===== src/rtl/fp_add_controller.sv =====
// Sequencing FSM for the floating-point add/subtract datapath: one operation per
// start (exponent, alignment, ALU, normalization, rounding fix-up) with load strobes.
module fp_add_controller (
  input  logic        clk,
  input  logic        reset,
  input  logic        start,
  input  logic        op_sub,
  input  logic [7:0]  saida_registrador,
  input  logic [25:0] data_out_big_ula,
  input  logic        overflow,
  output logic [4:0]  tamanho,
  output logic [4:0]  tamanho2,
  output logic [7:0]  tamanho3,
  output logic        soma_multiplica_small_ula,
  output logic        soma_multiplica_big_ula,
  output logic        decisor_mux_expoente_escolhido,
  output logic        decisor_mux_saida_big_ula,
  output logic        decisor_shift_right_left,
  output logic        subtrador_big_ula,
  output logic        subtrador_Somador_subtrador,
  output logic        load,
  output logic        busy,
  output logic        done,
  output logic        zero_result
);

  typedef enum logic [3:0] {
    S_IDLE, S_EXP, S_ALIGN, S_EXP_SET, S_EXP_LOAD, S_NORM_SET,
    S_NORM_LOAD, S_ROUND, S_FIX_SET, S_FIX_LOAD, S_DONE
  } state_t;

  state_t      state_q, state_d;
  logic [7:0]  diff_q, diff_d;
  logic [25:0] big_q, big_d;
  logic [4:0]  lz_q, lz_d;
  logic        op_sub_q, op_sub_d;
  logic        zero_q, zero_d;
  logic [4:0]  tamanho2_q, tamanho2_d;
  logic [7:0]  tamanho3_q, tamanho3_d;
  logic        soma_q, soma_d;
  logic        mux_exp_q, mux_exp_d;
  logic        mux_saida_q, mux_saida_d;
  logic        dir_q, dir_d;
  logic        sub_exp_q, sub_exp_d;
  logic        load_q, load_d;
  logic        busy_q, busy_d;
  logic        done_q, done_d;

  function automatic logic [4:0] clz26(input logic [25:0] v);
    logic [4:0] n;
    logic       found;
    n     = 5'd26;
    found = 1'b0;
    for (int i = 25; i >= 0; i--) begin
      if (!found && v[i]) begin
        n     = 5'(25 - i);
        found = 1'b1;
      end
    end
    return n;
  endfunction

  always_comb begin
    state_d  = state_q;
    diff_d   = diff_q;
    big_d    = big_q;
    lz_d     = lz_q;
    op_sub_d = op_sub_q;
    zero_d   = zero_q;
    case (state_q)
      S_IDLE: begin
        if (start) begin
          state_d  = S_EXP;
          op_sub_d = op_sub;
          zero_d   = 1'b0;
        end
      end
      S_EXP:   state_d = S_ALIGN;
      S_ALIGN: begin
        state_d = S_EXP_SET;
        diff_d  = saida_registrador;
        big_d   = data_out_big_ula;
      end
      S_EXP_SET: begin
        state_d = S_EXP_LOAD;
        lz_d    = clz26(big_q);
      end
      S_EXP_LOAD: begin
        if (lz_q == 5'd26) begin
          state_d = S_DONE;
          zero_d  = 1'b1;
        end else begin
          state_d = S_NORM_SET;
        end
      end
      S_NORM_SET:  state_d = S_NORM_LOAD;
      S_NORM_LOAD: state_d = S_ROUND;
      S_ROUND:     state_d = overflow ? S_FIX_SET : S_DONE;
      S_FIX_SET:   state_d = S_FIX_LOAD;
      S_FIX_LOAD:  state_d = S_DONE;
      S_DONE:      state_d = S_IDLE;
      default:     state_d = S_IDLE;
    endcase

    // Controls are decoded from the next state so the registers present them
    // during the cycle the FSM actually sits in that state.
    tamanho2_d  = 5'd0;
    tamanho3_d  = 8'd0;
    mux_exp_d   = 1'b0;
    mux_saida_d = 1'b0;
    dir_d       = 1'b0;
    sub_exp_d   = 1'b0;
    load_d      = 1'b0;
    done_d      = 1'b0;
    busy_d      = (state_d != S_IDLE);
    soma_d      = busy_d;
    case (state_d)
      S_EXP_SET, S_EXP_LOAD: begin
        tamanho3_d = diff_d;
        load_d     = (state_d == S_EXP_LOAD);
      end
      S_NORM_SET, S_NORM_LOAD, S_ROUND: begin
        mux_exp_d = 1'b1;
        if (lz_d == 5'd0) begin
          tamanho2_d = 5'd1;
          tamanho3_d = 8'd1;
        end else begin
          dir_d      = 1'b1;
          tamanho2_d = 5'(lz_d - 5'd1);
          tamanho3_d = {3'b000, 5'(lz_d - 5'd1)};
          sub_exp_d  = 1'b1;
        end
        load_d = (state_d == S_NORM_LOAD);
      end
      S_FIX_SET, S_FIX_LOAD: begin
        mux_saida_d = 1'b1;
        tamanho2_d  = 5'd1;
        mux_exp_d   = 1'b1;
        tamanho3_d  = 8'd1;
        load_d      = (state_d == S_FIX_LOAD);
      end
      S_DONE:  done_d = 1'b1;
      default: ;
    endcase
  end

  always_ff @(posedge clk) begin
    if (reset) begin
      state_q     <= S_IDLE;
      diff_q      <= 8'd0;
      big_q       <= 26'd0;
      lz_q        <= 5'd0;
      op_sub_q    <= 1'b0;
      zero_q      <= 1'b0;
      tamanho2_q  <= 5'd0;
      tamanho3_q  <= 8'd0;
      soma_q      <= 1'b0;
      mux_exp_q   <= 1'b0;
      mux_saida_q <= 1'b0;
      dir_q       <= 1'b0;
      sub_exp_q   <= 1'b0;
      load_q      <= 1'b0;
      busy_q      <= 1'b0;
      done_q      <= 1'b0;
    end else begin
      state_q     <= state_d;
      diff_q      <= diff_d;
      big_q       <= big_d;
      lz_q        <= lz_d;
      op_sub_q    <= op_sub_d;
      zero_q      <= zero_d;
      tamanho2_q  <= tamanho2_d;
      tamanho3_q  <= tamanho3_d;
      soma_q      <= soma_d;
      mux_exp_q   <= mux_exp_d;
      mux_saida_q <= mux_saida_d;
      dir_q       <= dir_d;
      sub_exp_q   <= sub_exp_d;
      load_q      <= load_d;
      busy_q      <= busy_d;
      done_q      <= done_d;
    end
  end

  // The exponent difference only becomes valid in ALIGN, so the shift amount
  // follows the datapath register directly while in that state.
  always_comb begin
    tamanho = 5'd0;
    if (state_q == S_ALIGN)
      tamanho = (saida_registrador > 8'd31) ? 5'd31 : saida_registrador[4:0];
  end

  assign tamanho2                       = tamanho2_q;
  assign tamanho3                       = tamanho3_q;
  assign soma_multiplica_small_ula      = soma_q;
  assign soma_multiplica_big_ula        = soma_q;
  assign decisor_mux_expoente_escolhido = mux_exp_q;
  assign decisor_mux_saida_big_ula      = mux_saida_q;
  assign decisor_shift_right_left       = dir_q;
  assign subtrador_big_ula              = op_sub_q;
  assign subtrador_Somador_subtrador    = sub_exp_q;
  assign load                           = load_q;
  assign busy                           = busy_q;
  assign done                           = done_q;
  assign zero_result                    = zero_q;

endmodule


===== config.mk =====
export PLATFORM = sky130hd
export DESIGN_NAME = fp_add_controller
export DESIGN_NICKNAME = d
export VERILOG_FILES = /design/src/rtl/fp_add_controller.sv
export SDC_FILE = /design/constraint.sdc
export NUM_CORES = 1
export LEC_CHECK = 0
export BUFFER_PORTS_ARGS = -buffer_cell sky130_fd_sc_hd__buf_4
export CAP_MARGIN = 20
export CELL_PAD_IN_SITES_DETAIL_PLACEMENT = 1
export CELL_PAD_IN_SITES_GLOBAL_PLACEMENT = 2
export CORE_MARGIN = 4
export CORE_UTILIZATION = 32
export DETAILED_ROUTE_END_ITERATION = 8
export HOLD_SLACK_MARGIN = 0.05
export PLACE_DENSITY = 0.83
export SLEW_MARGIN = 20
export SYNTH_ARGS = -nofsm -noshare
export SYNTH_HDL_FRONTEND = slang
export SYNTH_SLANG_ARGS = --single-unit

===== constraint.sdc =====
create_clock -name clk -period 4.7 [get_ports clk]
set_clock_uncertainty 0.2 [all_clocks]
set_input_delay 0.47 -clock clk [delete_from_list [all_inputs] [get_ports clk]]
set_output_delay 0.47 -clock clk [all_outputs]
set_load 0.02 [all_outputs]

==> flow_summary.toml, run 1 <==
[worst_setup_path]
cp_num_buf_inv = 0
family_of_cells_with_the_greatest_summed_delay_on_the_critical_path = "simple AND/OR/NAND/NOR gates"
path_cells = "and2_1 -> and2_1 -> o21ai_1 -> nor3_1 -> a2bb2oi_2 -> ha_1 -> nand2_1 -> and3b_1 -> or2_1 -> o22ai_1"
setup.worst_path.class = "reg2reg"
critPathMostFrequentCell = "and2_1"
timing.reg2reg.setup_slack_ns = 1.40
critical_path_arrival_ns = 3.32
worst-path-max-fanout = 13
cp-start-kind = "flop"
crit_path_max_incr_delay_ns = 0.57
timing.rr.end = "tamanho3[2]"
cp_slowest_cell = "dfxtp_1"
endpoint_kind = "flop"
critical_path.reg2reg.startpoint = "state_q[1]"
worstRegToRegCells = 10
worst_ep_required_time_ns = 4.72

[power_and_ir_drop]
power.density_nw_per_um2 = 313
power_mw = 1.12
ir_drop_mv = 0.138
power.static_leakage_nw = 1.40

[logic_synthesis]
synth_top_cells_by_count = "nand2_1 (82), dfxtp_1 (64), a21oi_1 (46)"
synthesis.area_um2 = 2820
post_synth_main_area_contributors = "dfxtp_1 (45%), nand2_1 (11%), a21oi_1 (8.2%)"
async_s_r_ff_share_synth_pct = 0
yosys_register_bits = 64
synth.largest_area_cell = "dfxtp_1"
yosys.cell_count.top_type = "nand2_1"
synth-seq-area-share_pct = 45.4
post_synth_inst_count = 359
synth-warning-count = 0
ys_types = 50
synth_area_per_cell_um2 = 7.86
postSynthNetCount = 400
synth_edf_count = 0
synth_largest_type_area_fraction_pct = 45.4
synthFlopType = "dfxtp_1"

[layout]
final_core_utilization_pct = 42.6
area_growth_from_synthesis_to_layout_pct = 26.7
antennaDiodeCount = 0
design.final.nets = 459
nFillCells = 1039
post_route_cells_drive_above_1_share_pct = 21.6

[sta]
slew_viol_final = 0
finalHoldViolCount = 0
timing.max_slew.rel_slack_pct = 48.6
period_utilization_post_route_pct = 70.2
timing.fmax_ghz = 0.303
setup_tns_ns = 0
final_period_minus_worst_setup_slack_ns = 3.30
rsz0062_at_grt = "no"
timing.final.setup_violations = 0
max_slew.worst_pin.slew_ns = 0.771

[grt]
grt_start_max_net_pins = 51
global_route_wire_length_before_repair_um = 13100
grt_pass1_vias = 2715
overall_global_routing_resource_usage_pct = 15.9
grt_antenna_before_repair = 0
global_route.overflow_total = 0

[placement]
gp_routability_congestion = 0.887
post-dp-hpwl_um = 5610
portbufs = 67

[clock_network]
tritoncts_buffer_count = 9
cts_setup_buffers = 0
clk_pin_slew_worst_setup_hold_paths_ns = 0.07
clockBufferDepth = 2
cts_root_buffer = "clkbuf_8"
cts_sinks = 64
cts_tree = "done"
number_of_buffers_added_to_fix_hold_violations_after_cts = 0
cts_resized = 0
htree_num_levels = 3
clkLatencyLatePin_ns = 0.34

[detailed_routing]
post-route-drc-count = 0
drt_wl_total_um = 7820
routedWlPerCell_um = 14.9
antenna_violating_nets_post_route = 0
initialDrtViolationCount = 48
detail_route.vias_per_cell = 5.05
via_count = 2655
drt-pass1-iter-count = 4

[floorplanning]
ios = 68
die_w_um = 102
floorplan.initialDensity_pct = 33.7
die_height_um = 102
rows = 33
area_of_the_core_um2 = 8380
die-area_um2 = 10400

[flow_run]
maxCapViolCount = 0

[hold_path]
hold_path_depth = 3
worst_hold_path.endpoint = "subtrador_big_ula"
min-delay-path-class = "in2reg"
startpoint_of_the_lowest_slack_hold_path = "op_sub"

[status]
status = "complete, no violations"
-- flip-flops by register name, summed over array words and instances, names as in the netlist --
name                            flops
diff_q                              8
subtrador_big_ula                   1
subtrador_Somador_subtrador         1
zero_result                         1
big_q                              26
load                                1
busy                                1
lz_q                                5
done                                1
state_q                             4
decisor_mux_expoente_escolhido      1
decisor_mux_saida_big_ula           1
tamanho2                            5
tamanho3                            8
-- cells by family (layout without fill, tap and decap cells) --
kind of cell / count (synthesis) / count (layout) / synth area share (%)
muxes: 3 / 3 / 1.06
DFF: 64 / 64 / 45.4
and+or+nand+nor: 175 / 175 / 29.1
xor gates and xnor gates: 1 / 1 / 0.310
AOI/OAI and AO/OA: 88 / 88 / 19.2
buffers and inverters: 26 / 88 / 3.95
adders and majority gates: 2 / 2 / 0.887
-- final cells by class --
cell class / count / area [um^2] / share of cell area (%)
Clock inverter: 3 / 42.5 / 1.19
Clock buffer: 11 / 151 / 4.24
Timing Repair Buffer: 69 / 518 / 14.5
Sequential cell: 64 / 1280 / 35.8
Tap cell: 105 / 131 / 3.68
Multi-Input combinational cell: 269 / 1430 / 40.0
Inverter: 5 / 18.8 / 0.525
-- routing by layer --
layer	share of wire [%]	global-route usage (%)	up-vias
li1	-	-	1346
met3	5.1	4.71	14
met4	1.7	5.65	0
met2	46	25.6	57
met5	0	0	-
met1	48	20.2	1238
-- how the worst max path moves through the flow --
stage | startpoint | to | cells after the start
after floorplan | state_q[0] | tamanho3[1] | 12
after global placement | state_q[1] | tamanho3[2] | 10
after global routing | state_q[0] | tamanho3[2] | 10
after detailed placement | state_q[0] | tamanho3[2] | 10
after CTS | state_q[1] | tamanho3[2] | 10
final | state_q[1] | tamanho3[2] | 10
-- layout by cell type (no fill, tap or decap), drive strengths merged, types with 3 or more instances in the layout --
master | Yosys | final
a21oi | 46 | 46
nor4 | 6 | 6
o21ai | 9 | 9
nand2 | 82 | 82
o22ai | 3 | 3
and3b | 3 | 3
o21bai | 3 | 3
mux2i | 3 | 3
clkbuf | 12 | 11
buf | 9 | 69
nand2b | 6 | 6
nand3 | 4 | 4
nor3 | 7 | 7
a211oi | 5 | 5
nor2 | 41 | 41
and2 | 6 | 6
nor2b | 7 | 7
a31oi | 5 | 5
dfxtp | 64 | 64
inv | 5 | 5
-- tightest hold or removal path, cell delays in order --
cell and delay (ns):
buf_4 0.07, mux2i_1 0.05, nor2_1 0.07
-- metrics by stage --
stage	hold slack (ns)	instances	setup WS (ns)	cell area, um^2
2_1_floorplan	0.227	359	2.12	2820
3_3_place_gp	0.243	512	1.56	3380
3_5_place_dp	0.251	512	1.41	3380
4_1_cts	0.148	526	1.39	3570
5_1_grt	0.157	526	1.15	3570
6_report	0.163	526	1.40	3570
-- power by group --
group	total, mW	switching [mW]	leakage, nW	internal (mW)
Combinational	0.0864	0.0455	0.788	0.0409
Clock	0.475	0.208	0.0973	0.267
Sequential	0.556	0.00719	0.516	0.548
Total	1.12	0.261	1.40	0.856
No activity file was read; power rests on OpenSTA's default activity.
==> run 2: changes to the inputs <==
Settings changed: CORE_UTILIZATION 32 to 30, PLACE_DENSITY 0.83 to 0.79.
Clock period 4.7 ns to 3.3 ns, I/O delays scaled along.
==> flow_summary.toml, run 2 (synthesis gave the netlist of run 1 again) <==
[floorplanning]
floorplan.initialDensity_pct = 30.7
die_w_um = 105
area_of_the_core_um2 = 9200
die-area_um2 = 11000
ios = 68
die_height_um = 105
rows = 35

[power_and_ir_drop]
power.density_nw_per_um2 = 392
power_mw = 1.53
ir_drop_mv = 0.189
power.static_leakage_nw = 1.55

[layout]
nFillCells = 1107
registers.top_by_ff_count = "big_q"
largest_register_ffs = 26
layout_common_cells = "nand2_1 (82), buf_4 (77), dfxtp_1 (64)"
final_core_utilization_pct = 42.5
post_route_cells_drive_above_1_share_pct = 21.7
antennaDiodeCount = 0
area_growth_from_synthesis_to_layout_pct = 38.7
design.final.nets = 496
layout_commonest_cell = "nand2_1"

[worst_setup_path]
worst_ep_required_time_ns = 3.37
family_of_cells_with_the_greatest_summed_delay_on_the_critical_path = "simple AND/OR/NAND/NOR gates"
cp_slowest_cell = "nor4b_1"
cp-start-kind = "flop"
setup.worst_path.class = "reg2reg"
endpoint_kind = "flop"
cp_num_buf_inv = 0
path_cells = "nor4_2 -> nand4_1 -> nor4b_1 -> a2bb2oi_2 -> ha_1 -> nand2_1 -> and3b_1 -> or3_1 -> a31oi_1"
worst-path-max-fanout = 6
critical_path_arrival_ns = 2.95
crit_path_max_incr_delay_ns = 0.41

[detailed_routing]
routedWlPerCell_um = 13.7
drt_wl_total_um = 7810
antenna_violating_nets_post_route = 0
initialDrtViolationCount = 49
drt-pass1-iter-count = 4
detail_route.vias_per_cell = 4.90
via_count = 2800
post-route-drc-count = 0

[clock_network]
cts_resized = 0
tritoncts_buffer_count = 9
htree_num_levels = 3
cts_root_buffer = "clkbuf_8"
clk_pin_slew_worst_setup_hold_paths_ns = 0.07
cts_sinks = 64
clkLatencyLatePin_ns = 0.34
clockBufferDepth = 2
cts_tree = "done"

[grt]
grt_pass1_vias = 2871
grt_use_met1_pct = 19.1
grt_antenna_before_repair = 0
overall_global_routing_resource_usage_pct = 15.2
grt_start_max_net_pins = 51
globalRoute.busiestLayer = "met2"
global_route_wire_length_before_repair_um = 13800
global_route.overflow_total = 0
grt_util_met3_pct = 4.08
groute.layer.met2.usage_pct = 25.0

[sta]
slew_viol_final = 0
rsz0062_at_grt = "no"
timing.max_slew.rel_slack_pct = 64.5
final_period_minus_worst_setup_slack_ns = 2.88
timing.fmax_ghz = 0.347
setup_tns_ns = 0
timing.final.setup_violations = 0
finalHoldViolCount = 0
max_slew.worst_pin.slew_ns = 0.533
period_utilization_post_route_pct = 87.2

[status]
status = "complete, no violations"

[placement]
portbufs = 67
post-dp-hpwl_um = 5840
gp_routability_congestion = 0.854

[hold_path]
min-delay-path-class = "in2reg"

[flow_run]
maxCapViolCount = 0
## run 2: cell count changes in the layout (fill, tap and decap cells not counted), sizes merged
cell | before | now
buf | 69 | 77
dlygate4sd3 | 0 | 29
clkinv | 1 | 2
clkinvlp | 1 | 3
bufinv | 1 | 0
## run 2: metal layers
layer  part of all wire [%]  vias up  routed length [um]
met5                      0        -                   0
met4                    1.7        0                 136
met3                    4.1       11                 319
met2                     49       59                3800
met1                     46     1310                3560
li1                       -     1420                   -
## run 2: final timing paths
| path | slack [ns] | depth (start not counted) | start | end |
|---|---|---|---|---|
| worst min-delay path | 0.06 | 3 | data_out_big_ula[25] | big_q[25] |
| worst min register to register | 0.26 | 2 | diff_q[1] | diff_q[1] |
| worst max-delay path | 0.42 | 9 | big_q[14] | tamanho3[1] |
| worst max register to register | 0.42 | 9 | big_q[14] | tamanho3[1] |
## run 2: layout make-up
class                      count  area [um^2]  area share (%)
inverter                       5         18.8           0.480
tap                          111          139            3.55
timing repair buffer         106          868            22.2
multi-input combinational    269         1430            36.6
sequential                    64         1280            32.7
clock buffer                  11          141            3.61
clock inverter                 5         32.5           0.831
## run 2: tightest hold or removal path, cell delays in order
cell and delay [ns]:
buf_4 0.11, nand2_1 0.05, a21oi_1 0.06
## run 2: repair_timing
action,CTS,global route
hold buffers,29,0
hold endpoints to repair,29,0
buffers inserted,0,0
endpoints found under the setup margin,0,0
## run 2: where the power goes
part | internal, mW | switching [mW] | leakage, nW
logic | 0.0827 | 0.0717 | 0.950
registers | 0.781 | 0.00692 | 0.516
clock network | 0.290 | 0.302 | 0.0813
## run 2: metrics by stage
step                      cell area [um^2]  hold WS [ns]  setup WS, ns  instances
final                                 3910        0.0643         0.422        571
after floorplan                       2820         0.207         0.724        359
after detailed placement              3450         0.252         0.445        526
after global routing                  3910        0.0632        0.0633        571
after CTS                             3910        0.0527         0.411        571
after global placement                3450         0.242         0.529        526
==> run 3: changes to the inputs <==
Settings changed: REMOVE_ABC_BUFFERS set to 1.
==> flow_summary.toml, run 3 (synthesis gave the netlist of run 1 again) <==
[power_and_ir_drop]
ir_drop_mv = 0.162
power.share.clock_pct = 39.1
power.net_switching_mw = 0.376
power.share.combinational_pct = 9.6
p_sw_share_pct = 24.5
intPower_mw = 1.16
power.static_leakage_nw = 1.51
power.share.sequential_pct = 51.3
power.density_nw_per_um2 = 404
power_mw = 1.54

[clock_network]
cts_root_buffer = "clkbuf_8"
clockBufferDepth = 2
tritoncts_buffer_count = 9
clkLatencyLatePin_ns = 0.33
cts_tree = "done"
cts_sinks = 64
cts_setup_buffers = 0
htree_num_levels = 3
clk_pin_slew_worst_setup_hold_paths_ns = 0.07

[placement]
gp_routability_congestion = 0.811
dp_cells = 524
preCtsSetupSlack_ns = 0.349
portbufs = 67
post-dp-hpwl_um = 5800

[hold_path]
hold_path_depth = 3
startpoint_of_the_lowest_slack_hold_path = "data_out_big_ula[23]"
worst_hold_path.endpoint = "big_q[23]"
min-delay-path-class = "in2reg"

[detailed_routing]
via_count = 2778
drt_wl_total_um = 8090
detail_route.vias_per_cell = 4.97
routedWlPerCell_um = 14.5
drt-pass1-iter-count = 4
post-route-drc-count = 0
initialDrtViolationCount = 95
antenna_violating_nets_post_route = 0

[layout]
final_cell_count_no_fill = 559
area_growth_from_synthesis_to_layout_pct = 34.9
multiInputGateArea_um2 = 1430
antennaDiodeCount = 0
layout_common_cells = "nand2_1 (82), buf_4 (75), dfxtp_1 (64)"
layout_commonest_cell = "nand2_1"
registers.top_by_ff_count = "big_q"
nFillCells = 1135
largest_register_ffs = 26
post_route_cells_drive_above_1_share_pct = 21.9
register_area_um2 = 1280
design.final.nets = 485

[sta]
timing.max_slew.rel_slack_pct = 63.0
timing.final.setup_violations = 0
timing.fmax_ghz = 0.336
period_utilization_post_route_pct = 90.3
rsz0062_at_grt = "no"
minimum_hold_slack_ns = 0.0574
final_period_minus_worst_setup_slack_ns = 2.98
setup_ws_ns = 0.321
max_slew.worst_pin.slew_ns = 0.556
setup_tns_ns = 0
finalHoldViolCount = 0
slew_viol_final = 0

[floorplanning]
die_height_um = 105
rows = 35
floorplan.initialDensity_pct = 30.7
die_w_um = 105
ios = 68
area_of_the_core_um2 = 9200
die-area_um2 = 11000

[worst_setup_path]
timing.reg2reg.setup_slack_ns = 0.32
timing.rr.end = "tamanho3[1]"
worstRegToRegCells = 10
worst_ep_required_time_ns = 3.35
critical_path_arrival_ns = 3.03
endpoint_kind = "flop"
cp-start-kind = "flop"
setup.worst_path.class = "reg2reg"
critical_path.reg2reg.startpoint = "big_q[25]"
worst-path-max-fanout = 6

[grt]
grt_antenna_before_repair = 0
global_route_wire_length_before_repair_um = 13500
overall_global_routing_resource_usage_pct = 15.1
grt_start_max_net_pins = 51
global_route.overflow_total = 0
grt_pass1_vias = 2730

[flow_run]
maxCapViolCount = 0

[status]
status = "complete, no violations"
-- run 3: critical path, cell delays in order (launching register included) --
cell	delay, ns
dfxtp_1	0.36
nor4_4	0.41
nand2_1	0.15
a2111oi_0	0.46
nor3_1	0.11
a2bb2oi_2	0.20
ha_1	0.27
nand2_1	0.08
and3b_1	0.19
or3_1	0.32
a31oi_1	0.15
-- run 3: worst max-delay path by stage --
stage / end / start
global placement: tamanho3[1] / big_q[25]
global route: tamanho2[0] / big_q[14]
detailed placement: tamanho3[1] / big_q[25]
finish: tamanho3[1] / big_q[25]
CTS: tamanho3[1] / big_q[25]
floorplan: tamanho3[3] / state_q[1]
-- run 3: layout make-up --
type | count | area share [%]
multi-input cells | 269 | 37.6
well taps | 111 | 3.65
clock buffers | 11 | 3.98
repair buffers | 95 | 20.1
flip-flops and latches | 64 | 33.7
clock inverters | 4 | 0.526
inverters | 5 | 0.493
-- run 3: power by group through the flow --
stage / Combinational (mW) / Sequential [mW] / Clock [mW]
floorplan: 0.0498 / 0.811 / 0
global placement: 0.128 / 0.805 / 0
detailed placement: 0.130 / 0.806 / 0
CTS: 0.149 / 0.788 / 0.620
global route: 0.163 / 0.789 / 0.658
finish: 0.147 / 0.788 / 0.601
-- run 3: per-layer routing --
metal	up-vias	GRT usage (%)	share of wire (%)
met5	-	0	0
met4	0	4.78	0.80
met3	4	2.90	2.9
met2	43	25.4	49
met1	1334	19.3	47
li1	1397	-	-
-- run 3: repair_timing --
item                                   in CTS  in global routing
hold buffers                               20                  0
gates resized for setup                     0                  0
endpoints found under the hold margin      20                  0
-- run 3: through the flow --
step                cell area [um^2]  util (%)
global placement                3430      37.3
detailed placement              3430      37.3
finish                          3800      41.4
floorplan                       2730         -
global route                    3800      41.4
CTS                             3800      41.4
